## src/rtl/stream_decrypt_engine.sv

```systemverilog
// Stream decrypt engine: buffers wide input words, serializes them MS byte first and
// applies a bypass / caesar / xor transform chosen through a small register block.
module stream_decrypt_engine #(
  parameter int MST_DWIDTH = 32,
  parameter int SYS_DWIDTH = 8,
  parameter int FIFO_DEPTH = 4,
  parameter int ADDR_WIDTH = 8,
  parameter int REG_WIDTH  = 16
) (
  input  logic                  clk_sys,
  input  logic                  rst,
  input  logic [MST_DWIDTH-1:0] data_i,
  input  logic                  valid_i,
  output logic                  busy,
  output logic [SYS_DWIDTH-1:0] data_o,
  output logic                  valid_o,
  input  logic [ADDR_WIDTH-1:0] addr,
  input  logic                  read,
  input  logic                  write,
  input  logic [REG_WIDTH-1:0]  wdata,
  output logic [REG_WIDTH-1:0]  rdata,
  output logic                  done,
  output logic                  error
);

  localparam int NBYTES = MST_DWIDTH / SYS_DWIDTH;
  localparam int PTR_W  = $clog2(FIFO_DEPTH);
  localparam int CNT_W  = PTR_W + 1;
  localparam int BCNT_W = $clog2(NBYTES + 1);

  localparam logic [ADDR_WIDTH-1:0] ADDR_SELECT = ADDR_WIDTH'(8'h00);
  localparam logic [ADDR_WIDTH-1:0] ADDR_KEY    = ADDR_WIDTH'(8'h10);
  localparam logic [ADDR_WIDTH-1:0] ADDR_DROPS  = ADDR_WIDTH'(8'h20);

  localparam logic [1:0] SEL_CAESAR = 2'd1;
  localparam logic [1:0] SEL_XOR    = 2'd2;
  localparam logic [1:0] SEL_RSVD   = 2'd3;

  function automatic logic [SYS_DWIDTH-1:0] decrypt_byte(
    input logic [SYS_DWIDTH-1:0] b,
    input logic [1:0]            sel,
    input logic [SYS_DWIDTH-1:0] key
  );
    logic [SYS_DWIDTH-1:0] res;
    case (sel)
      SEL_CAESAR: res = b - key;
      SEL_XOR:    res = b ^ key;
      default:    res = b;
    endcase
    return res;
  endfunction

  logic [MST_DWIDTH-1:0] fifo_mem_r [FIFO_DEPTH];
  logic [PTR_W-1:0]      wr_ptr_r, rd_ptr_r;
  logic [CNT_W-1:0]      count_r, count_nxt_s;
  logic                  busy_r;
  logic                  push_s, pop_s, drop_s;
  logic [MST_DWIDTH-1:0] fifo_head_s;

  logic [MST_DWIDTH-1:0] shift_r;
  logic [BCNT_W-1:0]     left_r;
  logic [1:0]            sel_lat_r;
  logic [SYS_DWIDTH-1:0] key_lat_r;
  logic                  valid_o_r;
  logic [SYS_DWIDTH-1:0] data_o_r;

  logic [1:0]            sel_r, sel_nxt_s;
  logic [REG_WIDTH-1:0]  key_r, key_nxt_s;
  logic [REG_WIDTH-1:0]  drops_r, drops_nxt_s;
  logic [REG_WIDTH-1:0]  rdata_r, rdata_nxt_s;
  logic                  error_nxt_s;
  logic                  done_r, error_r;

  assign fifo_head_s = fifo_mem_r[rd_ptr_r];

  // Handshake decode; a full buffer refuses pushes even when a pop frees a slot this cycle.
  always_comb begin
    push_s = valid_i & ~busy_r;
    drop_s = valid_i & busy_r;
    pop_s  = (~valid_o_r | (left_r == BCNT_W'(0))) & (count_r != CNT_W'(0));
    case ({push_s, pop_s})
      2'b10:   count_nxt_s = count_r + CNT_W'(1);
      2'b01:   count_nxt_s = count_r - CNT_W'(1);
      default: count_nxt_s = count_r;
    endcase
  end

  // Word buffer storage and pointers.
  always_ff @(posedge clk_sys) begin
    if (rst) begin
      wr_ptr_r <= PTR_W'(0);
      rd_ptr_r <= PTR_W'(0);
      count_r  <= CNT_W'(0);
      busy_r   <= 1'b0;
    end else begin
      if (push_s) begin
        fifo_mem_r[wr_ptr_r] <= data_i;
        wr_ptr_r             <= wr_ptr_r + PTR_W'(1);
      end
      if (pop_s) begin
        rd_ptr_r <= rd_ptr_r + PTR_W'(1);
      end
      count_r <= count_nxt_s;
      busy_r  <= (count_nxt_s == CNT_W'(FIFO_DEPTH));
    end
  end

  // Serializer: the first byte is transformed at the pop with the live SELECT/KEY, which are
  // then latched so later register writes only reach subsequently popped words.
  always_ff @(posedge clk_sys) begin
    if (rst) begin
      shift_r   <= '0;
      left_r    <= BCNT_W'(0);
      sel_lat_r <= 2'd0;
      key_lat_r <= '0;
      valid_o_r <= 1'b0;
      data_o_r  <= '0;
    end else if (pop_s) begin
      data_o_r  <= decrypt_byte(fifo_head_s[MST_DWIDTH-1 -: SYS_DWIDTH], sel_r,
                                key_r[SYS_DWIDTH-1:0]);
      shift_r   <= fifo_head_s << SYS_DWIDTH;
      left_r    <= BCNT_W'(NBYTES - 1);
      sel_lat_r <= sel_r;
      key_lat_r <= key_r[SYS_DWIDTH-1:0];
      valid_o_r <= 1'b1;
    end else if (valid_o_r && (left_r != BCNT_W'(0))) begin
      data_o_r  <= decrypt_byte(shift_r[MST_DWIDTH-1 -: SYS_DWIDTH], sel_lat_r, key_lat_r);
      shift_r   <= shift_r << SYS_DWIDTH;
      left_r    <= left_r - BCNT_W'(1);
    end else begin
      valid_o_r <= 1'b0;
      data_o_r  <= '0;
    end
  end

  // Register access decode; a write wins over a simultaneous read.
  always_comb begin
    sel_nxt_s   = sel_r;
    key_nxt_s   = key_r;
    drops_nxt_s = drops_r;
    rdata_nxt_s = rdata_r;
    error_nxt_s = 1'b0;
    if (write) begin
      case (addr)
        ADDR_SELECT: begin
          if (wdata[1:0] == SEL_RSVD) begin
            error_nxt_s = 1'b1;
          end else begin
            sel_nxt_s = wdata[1:0];
          end
        end
        ADDR_KEY:   key_nxt_s   = wdata;
        ADDR_DROPS: error_nxt_s = 1'b1;
        default:    error_nxt_s = 1'b1;
      endcase
    end else if (read) begin
      case (addr)
        ADDR_SELECT: rdata_nxt_s = REG_WIDTH'(sel_r);
        ADDR_KEY:    rdata_nxt_s = key_r;
        ADDR_DROPS: begin
          rdata_nxt_s = drops_r;
          drops_nxt_s = '0;
        end
        default: begin
          rdata_nxt_s = '0;
          error_nxt_s = 1'b1;
        end
      endcase
    end else begin
      error_nxt_s = 1'b0;
    end
    // Clear-on-read happens first, so a coinciding drop leaves the counter at one.
    if (drop_s && (drops_nxt_s != {REG_WIDTH{1'b1}})) begin
      drops_nxt_s = drops_nxt_s + REG_WIDTH'(1);
    end else begin
      drops_nxt_s = drops_nxt_s;
    end
  end

  // Register state and access response.
  always_ff @(posedge clk_sys) begin
    if (rst) begin
      sel_r   <= 2'd0;
      key_r   <= '0;
      drops_r <= '0;
      rdata_r <= '0;
      done_r  <= 1'b0;
      error_r <= 1'b0;
    end else begin
      sel_r   <= sel_nxt_s;
      key_r   <= key_nxt_s;
      drops_r <= drops_nxt_s;
      rdata_r <= rdata_nxt_s;
      done_r  <= read | write;
      error_r <= error_nxt_s;
    end
  end

  assign busy    = busy_r;
  assign valid_o = valid_o_r;
  assign data_o  = data_o_r;
  assign rdata   = rdata_r;
  assign done    = done_r;
  assign error   = error_r;

endmodule
```

## config.mk

```make
export PLATFORM = sky130hd
export DESIGN_NAME = stream_decrypt_engine
export DESIGN_NICKNAME = d
export VERILOG_FILES = /design/src/rtl/stream_decrypt_engine.sv
export SDC_FILE = /design/constraint.sdc
export NUM_CORES = 1
export LEC_CHECK = 0
export BUFFER_PORTS_ARGS = -buffer_cell sky130_fd_sc_hd__buf_2
export CAP_MARGIN = 20
export CORE_ASPECT_RATIO = 1.4
export CORE_MARGIN = 1
export CORE_UTILIZATION = 59
export CTS_CLUSTER_DIAMETER = 80
export DETAILED_ROUTE_END_ITERATION = 8
export PLACE_DENSITY = 0.79
export RECOVER_POWER = 50
export SLEW_MARGIN = 10
export SYNTH_ARGS = -nofsm -noshare
export SYNTH_HDL_FRONTEND = slang
export SYNTH_SLANG_ARGS = --single-unit
```

## constraint.sdc

```tcl
create_clock -name clk_sys -period 3.8 [get_ports clk_sys]
set_clock_uncertainty 0.1 [all_clocks]
set_input_delay 0.19 -clock clk_sys [delete_from_list [all_inputs] [get_ports clk_sys]]
set_output_delay 0.19 -clock clk_sys [all_outputs]
set_load 0.02 [all_outputs]
```

Yosys cells after proc, flatten, opt, wreduce, memory -nomap -nowiden --
Memories as Yosys holds them, arrays and structs flattened. A register that Yosys moved wholly into a read port is not among the register bits. Index checks and enable logic that the tools add are counted.
Storage, ports and cells: output and inout bits 28, bits in writable memories 128, bits in registers 106, input bits 61, memories kept 1, logic and storage cells 87
Operators by class: $add $sub $neg 8, bitwise operators 11, equality and inequality tests 12, multiplexer cells 26, reduce and logical (&&, ||, !) cells 12
Memory list:
- fifo_mem_r | words 4, width 32, read ports 1, clocked after Yosys merged registers in 1, wr ports 1, line 53 | logic [MST_DWIDTH-1:0] fifo_mem_r [FIFO_DEPTH];
Operator list (count):
- $mux 16 | 4
- $mux 32 | 2
- $pmux 16 s3 | 1
- $pmux 8 s2 | 2
- $add 16x1->16 const B | 1
- $mux 8 | 2
- $ne 16x16->1 const B | 1
- $sub 8x8->8 | 2
- $xor 8x8->8 | 2
- $mux 1 | 9
- $eq 2x2->1 const B | 4
- $eq 8x5->1 const B | 1
- $eq 8x6->1 const B | 1
- $logic_not 8->1 | 1
- $mux 2 | 4
- $eq 2x1->1 const B | 3
- $pmux 3 s2 | 1
- $reduce_bool 3->1 | 2
- $sub 3x1->3 const B | 2
- $add 2x1->2 const B | 2
- $not 1->1 | 4
- $reduce_and 2->1 | 2
- $add 3x1->3 const B | 1
- $and 1x1->1 | 3
- 10 further kinds | 12

Depth between registers and ports, before layout --
depth after elaboration 7, depth in mapped cells 14, gate-level depth less buffers 13

Least setup slack after synthesis --
OpenSTA, ideal clock, no wires.
kind register -> register, from reg with a tool-made name, to reg data_o_r[6], in the netlist data_o[6], period minus slack after synthesis 3.179 ns, required time 3.583 ns, arrival 2.961 ns, setup time 0.117 ns, stages on the path, launching flop included 14, path buffers 2, setup slack 0.621 ns, cells stage by stage dfxtp_1 > clkbuf_1 > buf_2 > mux4_2 > inv_1 > ha_1 > inv_1 > fa_1 > a21o_1 > a211oi_1 > o21bai_1 > a211oi_1 > o31ai_1 > a32o_1
RTL lines:
- end signal: assignment | line 119 | data_o_r <= decrypt_byte(fifo_head_s[MST_DWIDTH-1 -: SYS_DWIDTH], sel_r,
- end signal: assignment | line 127 | data_o_r <= decrypt_byte(shift_r[MST_DWIDTH-1 -: SYS_DWIDTH], sel_lat_r, key_lat_r);
- end: declaration | line 65 | logic [SYS_DWIDTH-1:0] data_o_r;

Worst setup path after layout --
from reg left_r[0], to reg busy_r, in the netlist busy
Between the ends: word-level cells in the longest chain between the ends 6, elaborated cells between the ends (all ways) 7, classes of those cells eq/ne: 3; mux: 1; bitwise: 2; reduce/logical: 1
Ends and longest elaborated chain:
- start: declaration | line 61 | logic [BCNT_W-1:0] left_r;
- start signal: assignment | line 122 | left_r <= BCNT_W'(NBYTES - 1);
- start signal: assignment | line 129 | left_r <= left_r - BCNT_W'(1);
- $logic_not 3->1 (*) | line 80 | pop_s = (~valid_o_r | (left_r == BCNT_W'(0))) & (count_r != CNT_W'(0));
- $or 1x1->1 (*) | line 80
- $and 1x1->1 (*) | line 80
- $eq 2x1->1 or $eq 2x2->1 (tied branches) | line 81 | case ({push_s, pop_s})
- $pmux 3 s2 (*) | line 81
- $eq 3x3->1 (*) | line 104 | busy_r <= (count_nxt_s == CNT_W'(FIFO_DEPTH));
- end signal: assignment | line 104
- end: declaration | line 56 | logic busy_r;
Mark *: on every way between the ends. The rest lies on a longest branch, timed or not. A chain may end at the register's enable or synchronous reset.

==> qor.csv <==
metric,value,unit
status,"finished, violations left",
violations,"capacitance limit, slew limit",
layout_common_cells,"128 x edfxtp_1, 118 x nand2_1, 107 x dfxtp_1",
route.vias.total,7231,
die_area,17770,um^2
avgSynthCellArea,11.77,um^2
max_cap_viol_count,1,
maxSlewViolCount,69,
routedWlPerCell,18.93,um
syn_area,10170,um^2
ios,89,
cts_tree,yes,
die_w,112.9,um
clk_latency,500,ps
synth-main-ff-cell,edfxtp_1,
final_antenna_net_count,0,
grt_overflow,0,
critPathKind,reg -> reg,
r2r_start,left_r[0],
clockBufferDepth,3,
cp.arrival,3380,ps
drtIter0Drc,640,
htree_levels,1,
fin_setup_tns,0,ps
portBuffers,88,
clkPwrFrac,30.8,%
sequentialPowerShare,42.6,%
hold_slack,14.10,ps
rows,56,
ir_drop,0.5998,mV
hold_violations,0,
finish.utilization,71.18,%
viasPerCell,5.947,
synth_fp_nets,955,
clkSinkCount,236,
die_height,157.3,um
finalCritPeriodShare,84.77,%
fmax,310.5,MHz
cts_resized,0,
fin_crit,3221,ps
gp_congestion,0.9223,
final.fill_count,1185,
synthArstFlopShare,0,%
combPwrFrac,26.6,%
hp-class,in -> reg,
yosysWarnings,0,
cts_buffers,22,
cts.clk_slew.worst_paths,70,ps
areaGrowthSynthToFinish,17.73,%
placed_area,10790,um^2
rsz0062_at_grt,false,
cts_setup_buffers,0,
endpoint_kind,flop,
switching_share,31.16,%
grt_pass1_vias,7024,
p_sw,0.002287,W
critPathLaunchType,flop,
start_util,60.46,%
path_max_fanout,13,
rrSetupSlack,580,ps
seqCellArea,6007,um^2
ys_seq_elements,236,
tightest_slew,2985,ps
final_common_cell,edfxtp_1,
reg2regPathDepth,14,
drc_errors,0,
maxSlewHeadroom,-98.97,%
antenna_cells,0,
powerDensity,613.3,nW/um^2
cts_hold_buf,51,
cellLeakagePower,4.065,nW
synthDistinctLibCells,60,
cts-root-buf,clkbuf_16,
r2r-end,busy,
hpwl,14850,um
min_to,error,
fin_area,11970,um^2
setup_viol,0,
core_area,16820,um^2
drive_gt1_share,12.44,%
grt_usage,26.41,%
yosysSeqAreaShare,59.07,%
wl,23020,um
firstDrtPassIters,7,
grt_max_degree,69,
nNetsFinal,1088,
required,3960,ps
syn_inst,864,
hold_start,addr[6],
multi_input_area,3822,um^2
p_int,0.005054,W
grt_pass1_wl,36030,um
hold_depth,3,
antenna_found_initial,0,
synth_enable_flop_cells,128,
## registers in the layout, summed over array words and instances (netlist names), 2 cells and up, named ones only
signal      cells
wr_ptr_r        2
left_r          3
drops_r        16
key_lat_r       8
count_r         3
key_r          16
fifo_mem_r    128
data_o          8
sel_r           2
sel_lat_r       2
rd_ptr_r        2
shift_r        24
rdata          16
## cell usage after synthesis (17+ instances only)
library cell / instances / area share (%)
ha_1: 27 / 3.3
a311oi_1: 17 / 1.5
a21oi_1: 49 / 2.4
nand2_1: 118 / 4.4
o21ai_0: 24 / 1.2
dfxtp_1: 108 / 21
nand3_1: 23 / 1.1
inv_1: 36 / 1.3
edfxtp_1: 128 / 38
mux4_2: 31 / 6.9
a22oi_1: 17 / 1.3
nor2_1: 81 / 3.0
clkbuf_1: 29 / 1.1
## final cells by class
cell class                 count  area share, %
multi-input combinational    543          31.93
inverter                      38          1.192
tap                          203          2.122
timing repair buffer         156          8.289
sequential                   236          50.18
clock inverter                13          1.181
clock buffer                  27          5.101
## per-layer routing
layer | GRT usage (%) | share of wire (%) | routed length (um) | vias up
met4 | 10.96 | 4.1 | 945 | 0
met5 | 0 | 0 | 0 | -
met3 | 3.157 | 5.6 | 1290 | 58
met1 | 31.19 | 38 | 8790 | 3459
li1 | - | - | - | 3413
met2 | 48.71 | 52 | 11990 | 301
## worst max-delay path, stage by stage (launching register included)
cell and delay, ps:
dfxtp_1 320, inv_1 50, ha_1 150, ha_1 150, nand2b_1 240, nand2_1 110
inv_1 60, clkbuf_1 540, ha_1 310, inv_1 60, fa_1 370, xor2_1 150
nor2_1 130, xnor2_1 150, nor3_1 70
## how the worst max path moves through the flow
| stage | cells past startpoint | start | to |
|---|---|---|---|
| 5_1_grt | 14 | left_r[0] | busy |
| 3_3_place_gp | 9 | flop | data_o[7] |
| 2_1_floorplan | 13 | flop | data_o[6] |
| 3_5_place_dp | 9 | flop | data_o[7] |
| 6_report | 14 | left_r[0] | busy |
| 4_1_cts | 9 | flop | data_o[7] |
## cell families (layout without fill, tap and decap cells)
kind of cell | count (synthesis) | in the layout | share of synthesized area [%]
simple gates | 282 | 282 | 12.39
compound gates | 166 | 166 | 11.33
xor+xnor | 24 | 24 | 2.067
buf+inv | 85 | 234 | 3.335
fa+ha+maj | 30 | 30 | 3.913
flops | 236 | 236 | 59.07
mux | 41 | 41 | 7.888
## per-stage QoR
stage | worst slack (ps) | std cells | total power, W
detailed placement | 771.3 | 1125 | 0.005089
global route | 346.8 | 1216 | 0.007704
floorplan | 621.1 | 864 | 0.004526
global placement | 830.8 | 1125 | 0.005040
finish | 578.9 | 1216 | 0.007341
CTS | 768.7 | 1216 | 0.007377
## power groups by stage
stage          registers, W  logic [W]  clock network (W)
2_1_floorplan       0.00317    0.00135                  0
4_1_cts             0.00312    0.00198            0.00228
3_3_place_gp        0.00316    0.00188                  0
3_5_place_dp        0.00317    0.00192                  0
6_report            0.00313    0.00195            0.00226
5_1_grt             0.00315    0.00216            0.00239
No activity file was read; power rests on OpenSTA's default activity.
